## src/rtl/phy_tx_pkg.sv

```systemverilog
// Shared definitions for the phy_tx link-startup sequencer and lane scheduler.
package phy_tx_pkg;

    // Sequencer states; the encoding is fixed so it can be probed in the lab.
    typedef enum logic [1:0] {
        DISABLED  = 2'd0,
        TRAIN_COM = 2'd1,
        TRAIN_SKP = 2'd2,
        ACTIVE    = 2'd3
    } tx_state_t;

    // Default control symbols (8b/10b K28.5 comma and K28.3 skip).
    localparam logic [7:0] COM_SYM_DEF = 8'hBC;
    localparam logic [7:0] SKP_SYM_DEF = 8'h7C;

    // Number of lanes sharing the serial byte stream.
    localparam int NUM_LANES = 4;

    // Lane reached by stepping 'step' positions past 'ptr' (mod 4).
    function automatic logic [1:0] lane_after(input logic [1:0] ptr, input logic [2:0] step);
        return ptr + step[1:0];
    endfunction

endpackage

```

## src/rtl/rr_arb4.sv

```systemverilog
// Combinational 4-way round-robin arbiter: searches from ptr+1 upwards
// and grants the first valid lane, unless en is low.
module rr_arb4
    import phy_tx_pkg::*;
(
    input  logic       en,
    input  logic [3:0] valid,
    input  logic [1:0] ptr,
    output logic [3:0] grant,
    output logic [1:0] idx,
    output logic       any
);

    logic [1:0] lane;

    // Walk the four lanes in priority order and stop at the first valid one.
    always_comb begin
        grant = '0;
        idx   = '0;
        any   = 1'b0;
        lane  = '0;
        for (int s = 1; s <= NUM_LANES; s++) begin
            lane = lane_after(ptr, 3'(s));
            if (en && !any && valid[lane]) begin
                any         = 1'b1;
                idx         = lane;
                grant[lane] = 1'b1;
            end
        end
    end

endmodule

```

## src/rtl/phy_tx_sched.sv

```systemverilog
// Link-startup sequencer and 4-lane round-robin byte scheduler feeding the
// phy_tx serializer. Emits the comma/skip training pattern after enable,
// then multiplexes lane bytes with periodic skip insertion and idle commas.
module phy_tx_sched
    import phy_tx_pkg::*;
#(
    parameter int         COM_REPS     = 4,
    parameter int         SKP_REPS     = 3,
    parameter int         TRAIN_ROUNDS = 2,
    parameter int         SKP_INTERVAL = 16,
    parameter logic [7:0] COM_SYM      = COM_SYM_DEF,
    parameter logic [7:0] SKP_SYM      = SKP_SYM_DEF
) (
    input  logic       clk_4f,
    input  logic       reset_L,
    input  logic       tx_en,
    input  logic       valid0,
    input  logic       valid1,
    input  logic       valid2,
    input  logic       valid3,
    input  logic [7:0] data_in0,
    input  logic [7:0] data_in1,
    input  logic [7:0] data_in2,
    input  logic [7:0] data_in3,
    output logic       ready0,
    output logic       ready1,
    output logic       ready2,
    output logic       ready3,
    output logic [7:0] tx_data,
    output logic       tx_k,
    output logic [1:0] tx_lane,
    output logic       link_up
);

    localparam logic [3:0] COM_LAST   = 4'(COM_REPS - 1);
    localparam logic [3:0] SKP_LAST   = 4'(SKP_REPS - 1);
    localparam logic [3:0] ROUND_LAST = 4'(TRAIN_ROUNDS - 1);
    localparam logic [7:0] SKPI_LAST  = 8'(SKP_INTERVAL - 1);

    tx_state_t  state, state_nxt;
    logic [3:0] cnt, cnt_nxt;
    logic [3:0] round, round_nxt;
    logic [7:0] skp_cnt, skp_cnt_nxt;
    logic [1:0] ptr, ptr_nxt;

    logic [7:0] data_nxt;
    logic       k_nxt;
    logic [1:0] lane_nxt;
    logic       link_nxt;

    logic [3:0] valid_vec;
    logic [7:0] lane_data [NUM_LANES];
    logic       skip_due;
    logic       arb_en;
    logic [3:0] arb_grant;
    logic [1:0] arb_idx;
    logic       arb_any;

    assign valid_vec    = {valid3, valid2, valid1, valid0};
    assign lane_data[0] = data_in0;
    assign lane_data[1] = data_in1;
    assign lane_data[2] = data_in2;
    assign lane_data[3] = data_in3;

    // Lanes may only be granted in an enabled ACTIVE cycle with no skip due.
    assign skip_due = (skp_cnt == SKPI_LAST);
    assign arb_en   = tx_en && (state == ACTIVE) && !skip_due;

    rr_arb4 u_arb (
        .en    (arb_en),
        .valid (valid_vec),
        .ptr   (ptr),
        .grant (arb_grant),
        .idx   (arb_idx),
        .any   (arb_any)
    );

    assign ready0 = arb_grant[0];
    assign ready1 = arb_grant[1];
    assign ready2 = arb_grant[2];
    assign ready3 = arb_grant[3];

    // Next-state, counter and output-symbol decision for this cycle.
    always_comb begin
        state_nxt   = state;
        cnt_nxt     = cnt;
        round_nxt   = round;
        skp_cnt_nxt = skp_cnt;
        ptr_nxt     = ptr;
        data_nxt    = COM_SYM;
        k_nxt       = 1'b1;
        lane_nxt    = 2'd0;
        link_nxt    = 1'b0;

        if (!tx_en) begin
            state_nxt   = DISABLED;
            cnt_nxt     = '0;
            round_nxt   = '0;
            skp_cnt_nxt = '0;
        end else begin
            case (state)
                DISABLED: begin
                    state_nxt = TRAIN_COM;
                    cnt_nxt   = '0;
                    round_nxt = '0;
                end
                TRAIN_COM: begin
                    if (cnt == COM_LAST) begin
                        cnt_nxt   = '0;
                        state_nxt = TRAIN_SKP;
                    end else begin
                        cnt_nxt = cnt + 4'd1;
                    end
                end
                TRAIN_SKP: begin
                    data_nxt = SKP_SYM;
                    if (cnt == SKP_LAST) begin
                        cnt_nxt = '0;
                        if (round == ROUND_LAST) begin
                            round_nxt   = '0;
                            skp_cnt_nxt = '0;
                            state_nxt   = ACTIVE;
                        end else begin
                            round_nxt = round + 4'd1;
                            state_nxt = TRAIN_COM;
                        end
                    end else begin
                        cnt_nxt = cnt + 4'd1;
                    end
                end
                ACTIVE: begin
                    link_nxt = 1'b1;
                    if (skip_due) begin
                        data_nxt    = SKP_SYM;
                        skp_cnt_nxt = '0;
                    end else begin
                        skp_cnt_nxt = skp_cnt + 8'd1;
                        if (arb_any) begin
                            data_nxt = lane_data[arb_idx];
                            k_nxt    = 1'b0;
                            lane_nxt = arb_idx;
                            ptr_nxt  = arb_idx;
                        end
                    end
                end
                default: state_nxt = DISABLED;
            endcase
        end
    end

    // Sequencer state, training counters and round-robin pointer.
    always_ff @(posedge clk_4f or negedge reset_L) begin
        if (!reset_L) begin
            state   <= DISABLED;
            cnt     <= '0;
            round   <= '0;
            skp_cnt <= '0;
            ptr     <= 2'd3;
        end else begin
            state   <= state_nxt;
            cnt     <= cnt_nxt;
            round   <= round_nxt;
            skp_cnt <= skp_cnt_nxt;
            ptr     <= ptr_nxt;
        end
    end

    // Registered byte stream towards the serializer.
    always_ff @(posedge clk_4f or negedge reset_L) begin
        if (!reset_L) begin
            tx_data <= 8'h00;
            tx_k    <= 1'b0;
            tx_lane <= 2'd0;
            link_up <= 1'b0;
        end else begin
            tx_data <= data_nxt;
            tx_k    <= k_nxt;
            tx_lane <= lane_nxt;
            link_up <= link_nxt;
        end
    end

endmodule

```

## config.mk

```make
export PLATFORM = sky130hd
export DESIGN_NAME = phy_tx_sched
export DESIGN_NICKNAME = d
export VERILOG_FILES = /design/src/rtl/phy_tx_pkg.sv /design/src/rtl/rr_arb4.sv /design/src/rtl/phy_tx_sched.sv
export SDC_FILE = /design/constraint.sdc
export NUM_CORES = 1
export LEC_CHECK = 0
export BUFFER_PORTS_ARGS = -buffer_cell sky130_fd_sc_hd__buf_2
export CORE_ASPECT_RATIO = 0.75
export CORE_MARGIN = 3
export CORE_UTILIZATION = 49
export DETAILED_ROUTE_END_ITERATION = 10
export PLACE_DENSITY_LB_ADDON = 0.2
export SLEW_MARGIN = 15
export SYNTH_ARGS = -nofsm -noshare
export SYNTH_HDL_FRONTEND = slang
export SYNTH_SLANG_ARGS = --single-unit
```

## constraint.sdc

```tcl
create_clock -name clk_4f -period 3.77 [get_ports clk_4f]
set_clock_uncertainty 0.15 [all_clocks]
set_input_delay 0.5655 -clock clk_4f [delete_from_list [all_inputs] [get_ports clk_4f]]
set_output_delay 0.5655 -clock clk_4f [all_outputs]
set_load 0.005 [all_outputs]
```

==> Word level (Yosys, flattened, before mapping) <==
Cells that the tools add are included.
{ "op_classes": {"order_cmp": 9, "n_eq_ne": 13, "n_bitwise": 5, "n_addsub": 6, "n_reduce_logical": 22, "n_mux": 63} }
{ "op_table": {"columns": ["cell", "n"], "rows": [
  ["2-to-1 mux 8 bit", 9],
  ["2-to-1 mux 4 bit", 10],
  ["one-hot mux 8 bit (2 select lines)", 2],
  ["2-to-1 mux 2 bit", 12],
  ["2-to-1 mux 1 bit", 18],
  ["binary-select mux 8 bit (select 2 bit)", 1],
  ["logical AND 1 bit", 13],
  ["less-than comparator 2 x 3 -> 1 bit (second input constant)", 4],
  ["OR 4 bit", 3],
  ["one-hot mux 4 bit (3 select lines)", 1],
  ["inequality test 3 bit (second input constant)", 3],
  ["adder 4 x 1 -> 4 bit (second input constant)", 2],
  ["adder 8 x 1 -> 8 bit (second input constant)", 1],
  ["binary-select mux 1 bit (select 2 bit)", 4],
  ["demux 1 bit (select 2 bit)", 4],
  ["== test 4 x 2 -> 1 bit (second input constant)", 2],
  ["== test 8 x 4 -> 1 bit (second input constant)", 1],
  ["greater-or-equal comparator 2 x 1 -> 1 bit (second input constant)", 4],
  ["one-hot mux 4 bit (2 select lines)", 1],
  ["inequality test 3 x 1 -> 1 bit (second input constant)", 2],
  ["one-hot mux 2 bit (3 select lines)", 1],
  ["AND reduction 3 bit", 2],
  ["adder 2 bit (second input constant)", 2],
  ["== test 2 bit (second input constant)", 2],
  ["11 further kinds", 14]
]} }
{ "totals": {"register_bits": 32, "output_inout_bits": 16, "wordCells": 127, "in_bits": 39} }

==> Depth between registers and ports, before layout <==
Gate-level depths: netlist (run 1).
{ "logic_depth": {"ltp_word": 25, "mapped_depth": 12, "ltp_nobuf": 9} }

==> Modules after synthesis <==
From an unflattened synthesis (run 1), not the netlist that was laid out.
{ "hier_totals": {"cells_unflattened": 228, "area_unflattened_um2": 2378.5} }
{ "modules_own_cells": {"columns": ["mod", "area_per_inst_um2", "seq_area_each_um2", "cells_each", "n_inst"], "rows": [
  ["phy_tx_sched", 1856.8, 803.3, 163, 1],
  ["rr_arb4", 521.8, 0.0, 65, 1]
]} }

==> Worst setup path after synthesis (run 1) <==
OpenSTA, ideal clock, no wires.
{ "synth_timing": {"kind": "register to register", "start": "register ptr[0]", "end": "register tx_data[0]", "t_arrival_ps": 3204, "t_required_ps": 3481, "slack_ps": 277, "synth_period_minus_slack_ps": 3493, "setup_time_ps": 139, "n_path_buf": 4, "path_stages_with_launch": 13, "cell_sequence": "dfstp_2 > clkbuf_1 > inv_1 > ha_1 > clkbuf_1 > mux4_2 > a2111oi_4 > o211ai_1 > a32oi_1 > buf_6 > buf_12 > mux2i_1 > o22ai_1"} }
{ "synth_via": {"elab_chain_cells": 25, "word_cells_on_any_way": 37, "cone_classes": "3 x add/sub; 23 x mux; 1 x bitwise; 10 x reduce/logical"} }
{ "synth_lines": {"columns": ["item", "line_no", "source"], "rows": [
  ["from (decl)", "phy_tx_sched.sv:44", "logic [1:0] ptr, ptr_nxt;"],
  ["from (signal assigned)", "phy_tx_sched.sv:164", "ptr <= ptr_nxt;"],
  ["adder 2 x 1 -> 2 bit", "phy_tx_pkg.sv:21", "return ptr + step[1:0];"],
  ["binary-select mux 1 bit (select 2 bit)", "rr_arb4.sv:24", "if (en && !any && valid[lane]) begin"],
  ["2-to-1 mux 1 bit (not written as such)", "rr_arb4.sv:24", null],
  ["logical AND 1 bit", "rr_arb4.sv:24", null],
  ["2-to-1 mux 1 bit", "rr_arb4.sv:24", null],
  ["logical NOT 1 bit", "rr_arb4.sv:24", null],
  ["logical AND 1 bit (2 in a row)", "rr_arb4.sv:24", null],
  ["2-to-1 mux 1 bit", "rr_arb4.sv:24", null],
  ["[8 not listed]", null, null],
  ["NOT 2 -> 3 bit (not written as such)", "phy_tx_sched.sv:139", "data_nxt = lane_data[arb_idx];"],
  ["binary-select mux 8 bit (select 2 bit)", "phy_tx_sched.sv:139", null],
  ["2-to-1 mux 8 bit (not written as such) (2 in a row)", "phy_tx_sched.sv:139", null],
  ["2-to-1 mux 8 bit *", "phy_tx_sched.sv:138", "if (arb_any) begin"],
  ["2-to-1 mux 8 bit *", "phy_tx_sched.sv:133", "if (skip_due) begin"],
  ["one-hot mux 8 bit (2 select lines) *", "phy_tx_sched.sv:101", "case (state)"],
  ["2-to-1 mux 8 bit *", "phy_tx_sched.sv:95", "if (!tx_en) begin"],
  ["via data_nxt[0]", "phy_tx_sched.sv:46", "logic [7:0] data_nxt;"],
  ["to (signal assigned)", "phy_tx_sched.sv:176", "tx_data <= data_nxt;"],
  ["to (decl)", "phy_tx_sched.sv:29", "output logic [7:0] tx_data,"]
]} }
Mark *: on every way through the listed nets, which the timed path passes. The rest lies on a longest branch. The select of a mux whose other input is x is not followed.
A chain may end at the register's enable or synchronous reset.

==> Final worst setup path (run 1) <==
{ "layout_timing": {"start": "register ptr[1]", "end": "output ready0"} }
{ "layout_via": {"elab_chain_cells": 17, "word_cells_on_any_way": 51, "cone_classes": "3 x add/sub; 8 x order compare; 23 x mux; 3 x bitwise; 14 x reduce/logical"} }
{ "layout_lines": {"columns": ["item", "line_no", "source"], "rows": [
  ["parallel branches: the longest is 16 deep, another holds less-than comparator 2 x 3 -> 1 bit", null, null],
  ["2-to-1 mux 4 bit *", "rr_arb4.sv:24", null],
  ["to (decl)", "phy_tx_sched.sv:25", "output logic ready0,"]
]} }
Every way passes the cells marked *. The select of a mux whose other input is x is not followed.

==> load_flow_metrics.sql, run 1 <==
INSERT INTO impl_metrics (metric_group, metric, value, unit) VALUES
('die', 'vertical_die_dimension', '65.2', 'um'),
('timing', 'setup_viol_count_final', '0', ''),
('routing', 'detail_route.wl_per_cell', '14.6', 'um'),
('setup_path', 'endpoint_kind', 'output port', ''),
('placement', 'gp_routability_congestion', '0.834', ''),
('power', 'p_int', '0.694', 'mW'),
('yosys', 'synth_top_family_by_area', 'compound AO/OA/AOI/OAI gates', ''),
('finish', 'mostFrequentLayoutCell', 'buf_2', ''),
('timing', 'period_share', '0.950', ''),
('timing', 'final-hold-violation-count', '0', ''),
('power', 'clockPowerShare', '0.249', ''),
('power', 'power.share.combinational', '0.379', ''),
('job', 'max_cap_violations', '0', ''),
('grt', 'grt_max_degree', '33', ''),
('grt', 'grt_pass1_vias', '1813', ''),
('die', 'die_area', '0.00554', 'mm2'),
('yosys', 'synth_compound_gate_area_share', '0.186', ''),
('yosys', 'synth-seq-cells', '32', ''),
('die', 'chipWidth', '84.9', 'um'),
('finish', 'fillers', '359', ''),
('setup_path', 'crit_buf_inv', '2', ''),
('grt', 'gr-total-overflow', '0', ''),
('routing', 'antenna_left', '0', ''),
('setup_path', 'critical_path_cell_by_cell', 'inv_1 > ha_2 > mux4_2 > a2111oi_4 > and2_1 > a222oi_1 > nand2_1 > buf_2', ''),
('yosys', 'synth_cells', '240', ''),
('routing', 'drt-pass1-iter-count', '4', ''),
('routing', 'drt_wl_total', '5100', 'um'),
('power', 'total_power', '1.07', 'mW'),
('yosys', 'post_synthesis_net_count', '296', ''),
('cts', 'cts_bufs_inserted', '5', ''),
('grt', 'grt_antenna_before_repair', '0', ''),
('setup_path', 'critical_path_arrival', '2.86', 'ns'),
('timing', 'slew_headroom', '0.530', ''),
('grt', 'grt_first_pass_wirelength', '8690', 'um'),
('status', 'run_status', 'completed', ''),
('yosys', 'post_synth_edffs', '0', ''),
('yosys', 'async_reset_ff_frac', '1.00', ''),
('power', 'sw_frac_of_total', '0.350', ''),
('cts', 'clock-root-buffer', 'clkbuf_8', ''),
('power', 'power.net_switching', '0.374', 'mW'),
('finish', 'seq_area', '803', 'um2'),
('die', 'core', '0.00428', 'mm2'),
('min_path', 'hold_path_class', 'in2async', ''),
('setup_path', 'crit_path_start_kind', 'flop', ''),
('finish', 'final_net_count', '350', ''),
('placement', 'place.port_buffers', '54', ''),
('yosys', 'sequential_cell_area_fraction_in_the_yosys_report', '0.351', ''),
('die', 'io_pins', '55', ''),
('cts', 'tritoncts', 'yes', ''),
('routing', 'detailedRoute.firstIterationViolations', '146', ''),
('power', 'power_density', '396', 'mW/mm2'),
('die', 'rows', '20', ''),
('yosys', 'synthAdderAreaFrac', '0.0929', ''),
('setup_path', 'critPathRequiredTime', '3.05', 'ns'),
('power', 'maximum_vdd_drop', '272', 'uV'),
('setup_path', 'critical_path_class', 'reg2out', ''),
('timing', 'worst_slew_pin_slew', '0.700', 'ns'),
('timing', 'finalCriticalPeriod', '3.58', 'ns'),
('placement', 'detailedPlacementHpwl', '3860', 'um'),
('routing', 'routed-via-count', '1976', ''),
('setup_path', 'cpPeakStageDelay', '0.67', 'ns'),
('die', 'start_util', '0.535', ''),
('finish', 'highest_count_cells_in_the_layout_ignoring_fill_and_taps', 'buf_2, dfrtp_1, o21ai_0, nand2_1, mux2i_1', ''),
('timing', 'worst_hold_slack', '0.182', 'ns'),
('power', 'sequentialPowerShare', '0.371', ''),
('yosys', 'post_synth_xor_area_fraction', '0', ''),
('cts', 'cts_sinks', '32', ''),
('setup_path', 'timing.reg2reg.worst_path_depth', '9', ''),
('finish', 'synthToLayoutAreaGrowth', '17.9', '%'),
('timing', 'max_clk_rate', '0.279', 'GHz'),
('cts', 'cts.clk_slew.worst_paths', '0.07', 'ns');
-- worst register-to-register path, cell delays in order (launching register included) --
cell	delay (ns)
dfstp_2	0.67
inv_1	0.12
ha_2	0.42
mux4_2	0.38
a2111oi_4	0.42
o211ai_1	0.17
a32oi_2	0.26
buf_12	0.22
mux2i_1	0.27
o221ai_1	0.16
-- cells in the mapped netlist (4+ instances only) --
cell type and number:
and2_1 5, nand2b_1 7, dfrtp_1 30, o21ai_0 27, clkbuf_1 5, a22oi_1 6
mux2i_1 19, a21oi_1 4, nand2_1 24, or3b_2 6, ha_1 17, nand3_1 6
inv_1 12, a222oi_1 5, and3_1 5, nor2_1 14
-- power groups by stage --
stage	Sequential, mW	Clock [mW]	Combinational (mW)
2_1_floorplan	0.401	0	0.294
3_3_place_gp	0.401	0	0.391
3_5_place_dp	0.402	0	0.398
4_1_cts	0.396	0.275	0.399
5_1_grt	0.401	0.289	0.454
6_report	0.397	0.267	0.405
-- repair_timing --
item	in CTS	in global routing
hold buffers	0	0
buffers inserted	0	0
setup endpoints to repair	0	4
gates resized for setup	0	1
-- registers in the layout, indices dropped and copies added (netlist names) --
name     cells
skp_cnt      8
tx_data      8
cnt          4
round        4
ptr          2
state        2
tx_lane      2
link_up      1
tx_k         1
-- final timing paths --
path / start / endpoint / slack (ns)
setup / recovery: ptr[1]$_DFFE_PN1P_ / ready0 / 0.19
hold / removal: reset_L / cnt[3]$_DFFE_PN0P_ / 0.18
setup reg to reg: ptr[1]$_DFFE_PN1P_ / tx_data[6]$_DFF_PN0_ / 0.39
hold reg to reg: round[3]$_DFFE_PN0P_ / round[3]$_DFFE_PN0P_ / 0.34
max in group asynchronous: reset_L / round[0]$_DFFE_PN0P_ / 2.84
min in group clk_4f: round[3]$_DFFE_PN0P_ / round[3]$_DFFE_PN0P_ / 0.34
-- cell families after synthesis --
family | Yosys count
multiplexers | 25
AND/OR/NAND/NOR | 81
buffers and inverters | 23
flip-flops | 32
AO/OA/AOI/OAI | 62
adder cells (fa/ha/maj) | 17
-- per-layer routing --
layer,track usage,vias to the layer above,share of wire
met5,0,-,0
met4,0.0415,0,0.0033
met3,0.0464,2,0.083
met2,0.287,80,0.43
met1,0.287,907,0.48
li1,-,987,-
-- metrics by stage --
step / instance area, um2 / setup WS, ns / utilization
global route: 2700 / 0.000725 / 0.631
detailed placement: 2610 / 0.374 / 0.609
global placement: 2610 / 0.452 / 0.609
finish: 2700 / 0.190 / 0.631
floorplan: 2290 / 0.277 / -
CTS: 2700 / 0.146 / 0.630
-- cell type report --
cell class                      instances  share of cell area
Multi-Input combinational cell        185               0.512
Inverter                               13              0.0181
Timing Repair Buffer                   57               0.113
Sequential cell                        32               0.298
Tap cell                               55              0.0255
Clock buffer                            8              0.0334
Note: power is estimated with default switching activity, not from simulation.
==> run 2: changes to the inputs <==
- CORE_ASPECT_RATIO: 0.75 -> default
- CORE_UTILIZATION: 49 -> 47
==> run 2 against run 1 <==
Sequential power fell by 2%; non-clock buffer count up 1; combinational power up 3%; critical path type unchanged; highest routed layer unchanged; register-to-register slack better by 0.18 ns; via count rose by 0.10%.
==> load_flow_metrics.sql, run 2 (synthesis gave the netlist of run 1 again) <==
INSERT INTO impl_metrics (metric_group, metric, value, unit) VALUES
('grt', 'grt.busiest_layer', 'met2', ''),
('die', 'rows', '24', ''),
('cts', 'cts_bufs_inserted', '5', ''),
('cts', 'clkLatencyLatePin', '0.28', 'ns'),
('cts', 'cts.clk_slew.worst_paths', '0.07', 'ns'),
('finish', 'fillers', '395', ''),
('placement', 'detailedPlace.worstSlack', '0.413', 'ns'),
('finish', 'antenna-diode-count', '0', ''),
('routing', 'via_density', '5.48', ''),
('routing', 'drt_wl_total', '5090', 'um'),
('die', 'io_pins', '55', ''),
('routing', 'detail_route.drc_violations', '0', ''),
('cts', 'cts_sinks', '32', ''),
('finish', 'final_net_count', '351', ''),
('timing', 'tns', '0', 'ns'),
('placement', 'place.port_buffers', '54', ''),
('grt', 'grt_first_pass_wirelength', '8210', 'um'),
('finish', 'mostFrequentLayoutCell', 'buf_2', ''),
('finish', 'post_route_cells_drive_above_1_share', '0.284', ''),
('cts', 'clock_path_buffers', '2', ''),
('power', 'total_leakage_power', '1.23', 'nW'),
('grt', 'gr-total-overflow', '0', ''),
('cts', 'clock-root-buffer', 'clkbuf_8', ''),
('routing', 'detailedRoute.firstIterationViolations', '102', ''),
('die', 'core', '0.00453', 'mm2'),
('routing', 'routed-via-count', '1978', ''),
('routing', 'detail_route.wl_per_cell', '14.1', 'um'),
('grt', 'grt_max_degree', '33', ''),
('placement', 'gp_routability_congestion', '0.952', ''),
('timing', 'finalWorstSetupSlack', '0.304', 'ns'),
('setup_path', 'critPathRequiredTime', '3.05', 'ns'),
('timing', 'slew_violations', '0', ''),
('timing', 'finalCriticalPeriod', '3.47', 'ns'),
('grt', 'grt_antenna_before_repair', '0', ''),
('grt', 'grt.total_usage', '0.185', ''),
('finish', 'largestRegisters', 'skp_cnt: 8 flops, tx_data: 8 flops', ''),
('setup_path', 'cp_max_fo', '9', ''),
('setup_path', 'crit_path_start_kind', 'flop', ''),
('setup_path', 'critical_path_arrival', '2.75', 'ns'),
('job', 'max_cap_violations', '0', ''),
('die', 'die_area', '0.00574', 'mm2'),
('die', 'chipWidth', '75.8', 'um'),
('timing', 'worst_slew_pin_slew', '0.972', 'ns'),
('grt', 'met3_usage', '0.0369', ''),
('setup_path', 'worst_path_dominant_cell_family', 'flip-flops', ''),
('placement', 'detailedPlacementHpwl', '3800', 'um'),
('finish', 'synthToLayoutAreaGrowth', '19.1', '%'),
('setup_path', 'critical_path_cell_by_cell', 'inv_1 > ha_2 > mux4_2 > a2111oi_4 > and2_1 > a222oi_1 > nand2_1 > buf_2', ''),
('power', 'power_density', '414', 'mW/mm2'),
('routing', 'antenna_left', '0', ''),
('grt', 'groute.layer.met2.usage', '0.299', ''),
('setup_path', 'critical_path_class', 'reg2out', ''),
('timing', 'period_share', '0.919', ''),
('die', 'vertical_die_dimension', '75.8', 'um'),
('cts', 'tritoncts', 'yes', ''),
('setup_path', 'crit_path_top_delay_cell', 'dfstp_2', ''),
('setup_path', 'cpPeakStageDelay', '0.58', 'ns'),
('die', 'start_util', '0.505', ''),
('timing', 'setup_viol_count_final', '0', ''),
('timing', 'setup_repair_after_global_routing_missed_its_margin', 'no', ''),
('routing', 'drt-pass1-iter-count', '4', ''),
('timing', 'max_clk_rate', '0.289', 'GHz'),
('setup_path', 'endpoint_kind', 'output port', ''),
('grt', 'use_met1', '0.253', ''),
('cts', 'htree_num_levels', '2', ''),
('timing', 'final-hold-violation-count', '0', ''),
('grt', 'grt_pass1_vias', '1728', ''),
('min_path', 'hold_path_class', 'in2async', ''),
('setup_path', 'crit_buf_inv', '2', ''),
('power', 'maximum_vdd_drop', '289', 'uV'),
('timing', 'slew_headroom', '0.343', ''),
('finish', 'highest_count_cells_in_the_layout_ignoring_fill_and_taps', 'buf_2, dfrtp_1, o21ai_0, nand2_1, mux2i_1', ''),
('status', 'run_status', 'completed', '');
## run 2: cell types whose count changed in the layout (fill, tap and decap cells not counted), sizes merged
cell | before | now
clkinv | 0 | 1
bufinv | 0 | 1
buf | 57 | 58
clkbuf | 8 | 5
clkinvlp | 0 | 1
## run 2: final timing paths
kind	startpoint	depth (start not counted)	slack, ns	to
worst max-delay path	ptr[1]$_DFFE_PN1P_	8	0.30	ready3
max in group asynchronous	reset_L	1	2.82	tx_data[5]$_DFF_PN0_
worst max register to register	ptr[1]$_DFFE_PN1P_	9	0.57	tx_data[7]$_DFF_PN0_
worst min-delay path	reset_L	1	0.18	round[2]$_DFFE_PN0P_
min in group clk_4f	skp_cnt[7]$_DFFE_PN0P_	1	0.33	skp_cnt[7]$_DFFE_PN0P_
worst min register to register	skp_cnt[7]$_DFFE_PN0P_	1	0.33	skp_cnt[7]$_DFFE_PN0P_
## run 2: layer usage
layer / routed length [um] / vias up
li1: - / 992
met1: 2340 / 935
met2: 2490 / 47
met3: 205 / 4
met4: 51 / 0
met5: 0 / -
## run 2: power breakdown
part	internal (mW)	total (mW)	switching [mW]
clock	0.195	0.325	0.130
combinational	0.180	0.416	0.235
sequential	0.371	0.389	0.0186
total	0.746	1.13	0.383
## run 2: through the flow
| stage | cells | total power, mW | util | instance area, um2 | hold WS [ns] |
|---|---|---|---|---|---|
| after CTS | 359 | 1.12 | 0.598 | 2710 | 0.201 |
| after global routing | 361 | 1.22 | 0.602 | 2730 | 0.237 |
| final | 361 | 1.13 | 0.602 | 2730 | 0.182 |
| after detailed placement | 351 | 0.794 | 0.573 | 2600 | 0.327 |
| after floorplan | 240 | 0.695 | - | 2290 | 0.120 |
| after global placement | 351 | 0.792 | 0.573 | 2600 | 0.323 |
## run 2: layout make-up
type                       instances  area [um2]  share of cell area
clock buffer                       5        68.8              0.0252
inverter                          13        48.8              0.0179
clock inverter                     3        42.5              0.0156
multi-input combinational        185        1380               0.507
tap                               65        81.3              0.0298
sequential                        32         803               0.294
timing repair buffer              58         300               0.110
## run 2: repair_timing
item	4_1_cts	5_1_grt
endpoints found under the setup margin	0	4
resized for setup	0	1
hold buffers	0	0
buffers inserted	0	2
endpoints found under the hold margin	0	0
==> run 3: changes to the inputs <==
- PLACE_DENSITY: default -> 0.73
- PLACE_DENSITY_LB_ADDON: 0.2 -> default
==> run 3 against run 2 <==
Maximum frequency up 0.20%; largest power group unchanged; clock power is essentially flat; hold slack got worse by 0.011 ns; critical path depth stayed put.
==> load_flow_metrics.sql, run 3 (synthesis gave the netlist of run 1 again) <==
INSERT INTO impl_metrics (metric_group, metric, value, unit) VALUES
('setup_path', 'critical_path_cell_by_cell', 'inv_1 > ha_1 > mux4_2 > a2111oi_4 > and2_1 > a222oi_1 > nand2_1 > buf_2', ''),
('power', 'power_density', '415', 'mW/mm2'),
('timing', 'worst_slew_pin_slew', '0.949', 'ns'),
('finish', 'largestRegisters', 'skp_cnt: 8 flops, tx_data: 8 flops', ''),
('power', 'maximum_vdd_drop', '190', 'uV'),
('status', 'run_status', 'completed', ''),
('die', 'core', '0.00453', 'mm2'),
('finish', 'final_cell_count_no_fill', '360', ''),
('routing', 'drt_wl_total', '5380', 'um'),
('routing', 'drt-pass1-iter-count', '6', ''),
('setup_path', 'endpoint_kind', 'output port', ''),
('routing', 'antenna_left', '0', ''),
('job', 'max_cap_violations', '0', ''),
('power', 'total_power', '1.13', 'mW'),
('grt', 'grt_antenna_before_repair', '0', ''),
('die', 'die_area', '0.00574', 'mm2'),
('routing', 'detailedRoute.firstIterationViolations', '130', ''),
('finish', 'final_net_count', '350', ''),
('cts', 'clock-root-buffer', 'clkbuf_8', ''),
('timing', 'slew_headroom', '0.359', ''),
('timing', 'period_share', '0.918', ''),
('placement', 'place.port_buffers', '54', ''),
('grt', 'grt_pass1_vias', '1834', ''),
('cts', 'post_cts.resized_instances', '0', ''),
('cts', 'clkLatencyLatePin', '0.29', 'ns'),
('min_path', 'hold_path_class', 'in2async', ''),
('timing', 'tns', '0', 'ns'),
('routing', 'routed-via-count', '2013', ''),
('setup_path', 'cp_max_fo', '9', ''),
('die', 'rows', '24', ''),
('finish', 'antenna-diode-count', '0', ''),
('routing', 'detail_route.drc_violations', '0', ''),
('setup_path', 'critPathRequiredTime', '3.05', 'ns'),
('setup_path', 'worst_path_dominant_cell_family', 'compound AO/OA/AOI/OAI gates', ''),
('cts', 'htree_num_levels', '2', ''),
('grt', 'gr-total-overflow', '0', ''),
('setup_path', 'critical_path_arrival', '2.74', 'ns'),
('cts', 'post_cts_buffers', '0', ''),
('die', 'start_util', '0.505', ''),
('cts', 'cts.clk_slew.worst_paths', '0.07', 'ns'),
('cts', 'cts_bufs_inserted', '5', ''),
('timing', 'finalCriticalPeriod', '3.46', 'ns'),
('finish', 'mostFrequentLayoutCell', 'buf_2', ''),
('finish', 'post_route_cells_drive_above_1_share', '0.275', ''),
('die', 'io_pins', '55', ''),
('routing', 'detail_route.wl_per_cell', '15.0', 'um'),
('die', 'chipWidth', '75.8', 'um'),
('setup_path', 'crit_path_start_kind', 'flop', ''),
('cts', 'clock_path_buffers', '2', ''),
('grt', 'grt_max_degree', '33', ''),
('timing', 'slew_violations', '0', ''),
('setup_path', 'crit_path_top_delay_cell', 'dfstp_2', ''),
('cts', 'tritoncts', 'yes', ''),
('setup_path', 'r2r_setup_slack', '0.53', 'ns'),
('placement', 'dpl.cell_count', '352', ''),
('setup_path', 'critical_path_class', 'reg2out', ''),
('setup_path', 'cpPeakStageDelay', '0.53', 'ns'),
('placement', 'gp_routability_congestion', '0.890', ''),
('die', 'vertical_die_dimension', '75.8', 'um'),
('setup_path', 'crit_buf_inv', '2', ''),
('cts', 'cts_sinks', '32', ''),
('placement', 'detailedPlacementHpwl', '4040', 'um'),
('timing', 'setup_repair_after_global_routing_missed_its_margin', 'no', ''),
('cts', 'cts_hold_buffers', '0', ''),
('finish', 'synthToLayoutAreaGrowth', '18.5', '%'),
('placement', 'detailedPlace.worstSlack', '0.552', 'ns'),
('timing', 'final-hold-violation-count', '0', ''),
('timing', 'max_clk_rate', '0.289', 'GHz'),
('power', 'total_leakage_power', '1.23', 'nW'),
('grt', 'grt.total_usage', '0.195', ''),
('grt', 'grt_first_pass_wirelength', '8630', 'um'),
('timing', 'setup_viol_count_final', '0', ''),
('finish', 'highest_count_cells_in_the_layout_ignoring_fill_and_taps', 'buf_2, dfrtp_1, o21ai_0, nand2_1, mux2i_1', ''),
('routing', 'via_density', '5.59', ''),
('finish', 'layout.core_utilization', '0.599', ''),
('timing', 'finalWorstSetupSlack', '0.311', 'ns');
run 3: layout make-up:
class	count	area, um2
fillers	383	1820
multi-input cells	185	1380
flip-flops and latches	32	803
repair buffers	57	293
well taps	65	81.3
clock buffers	6	72.6
inverters	13	48.8
clock inverters	2	35.0
run 3: through the flow:
stage,hold WS (ns),instance area (um2)
floorplan,0.120,2290
global placement,0.323,2610
detailed placement,0.329,2610
CTS,0.199,2710
global route,0.237,2710
finish,0.171,2710
run 3: final timing paths:
path	startpoint	to	cells after the start
min reg2reg	skp_cnt[7]$_DFFE_PN0P_	skp_cnt[7]$_DFFE_PN0P_	1
max	ptr[0]$_DFFE_PN1P_	ready2	8
max reg2reg	ptr[0]$_DFFE_PN1P_	tx_data[7]$_DFF_PN0_	9
min	reset_L	cnt[3]$_DFFE_PN0P_	1
min in group clk_4f	skp_cnt[7]$_DFFE_PN0P_	skp_cnt[7]$_DFFE_PN0P_	1
max in group asynchronous	reset_L	skp_cnt[3]$_DFFE_PN0P_	1
run 3: power by group:
group | total (mW) | leakage [nW] | switching (mW) | internal [mW]
clock network | 0.325 | 0.0552 | 0.129 | 0.196
logic | 0.415 | 0.768 | 0.241 | 0.174
registers | 0.387 | 0.407 | 0.0163 | 0.370
total | 1.13 | 1.23 | 0.386 | 0.740
run 3: worst reg2reg max path: cells and delay by family, from the launching register on:
family | cells | cell delay (ns)
AOI/OAI and AO/OA | 4 | 1.07
adders and majority gates | 1 | 0.43
buffers and inverters | 2 | 0.40
DFF | 1 | 0.53
muxes | 2 | 0.54
run 3: routing by layer:
layer	up-vias	GRT usage	share of wire
met5	-	0	0
met4	0	0.0583	0.0067
met3	5	0.0383	0.035
met2	38	0.329	0.52
met1	977	0.252	0.44
li1	993	-	-
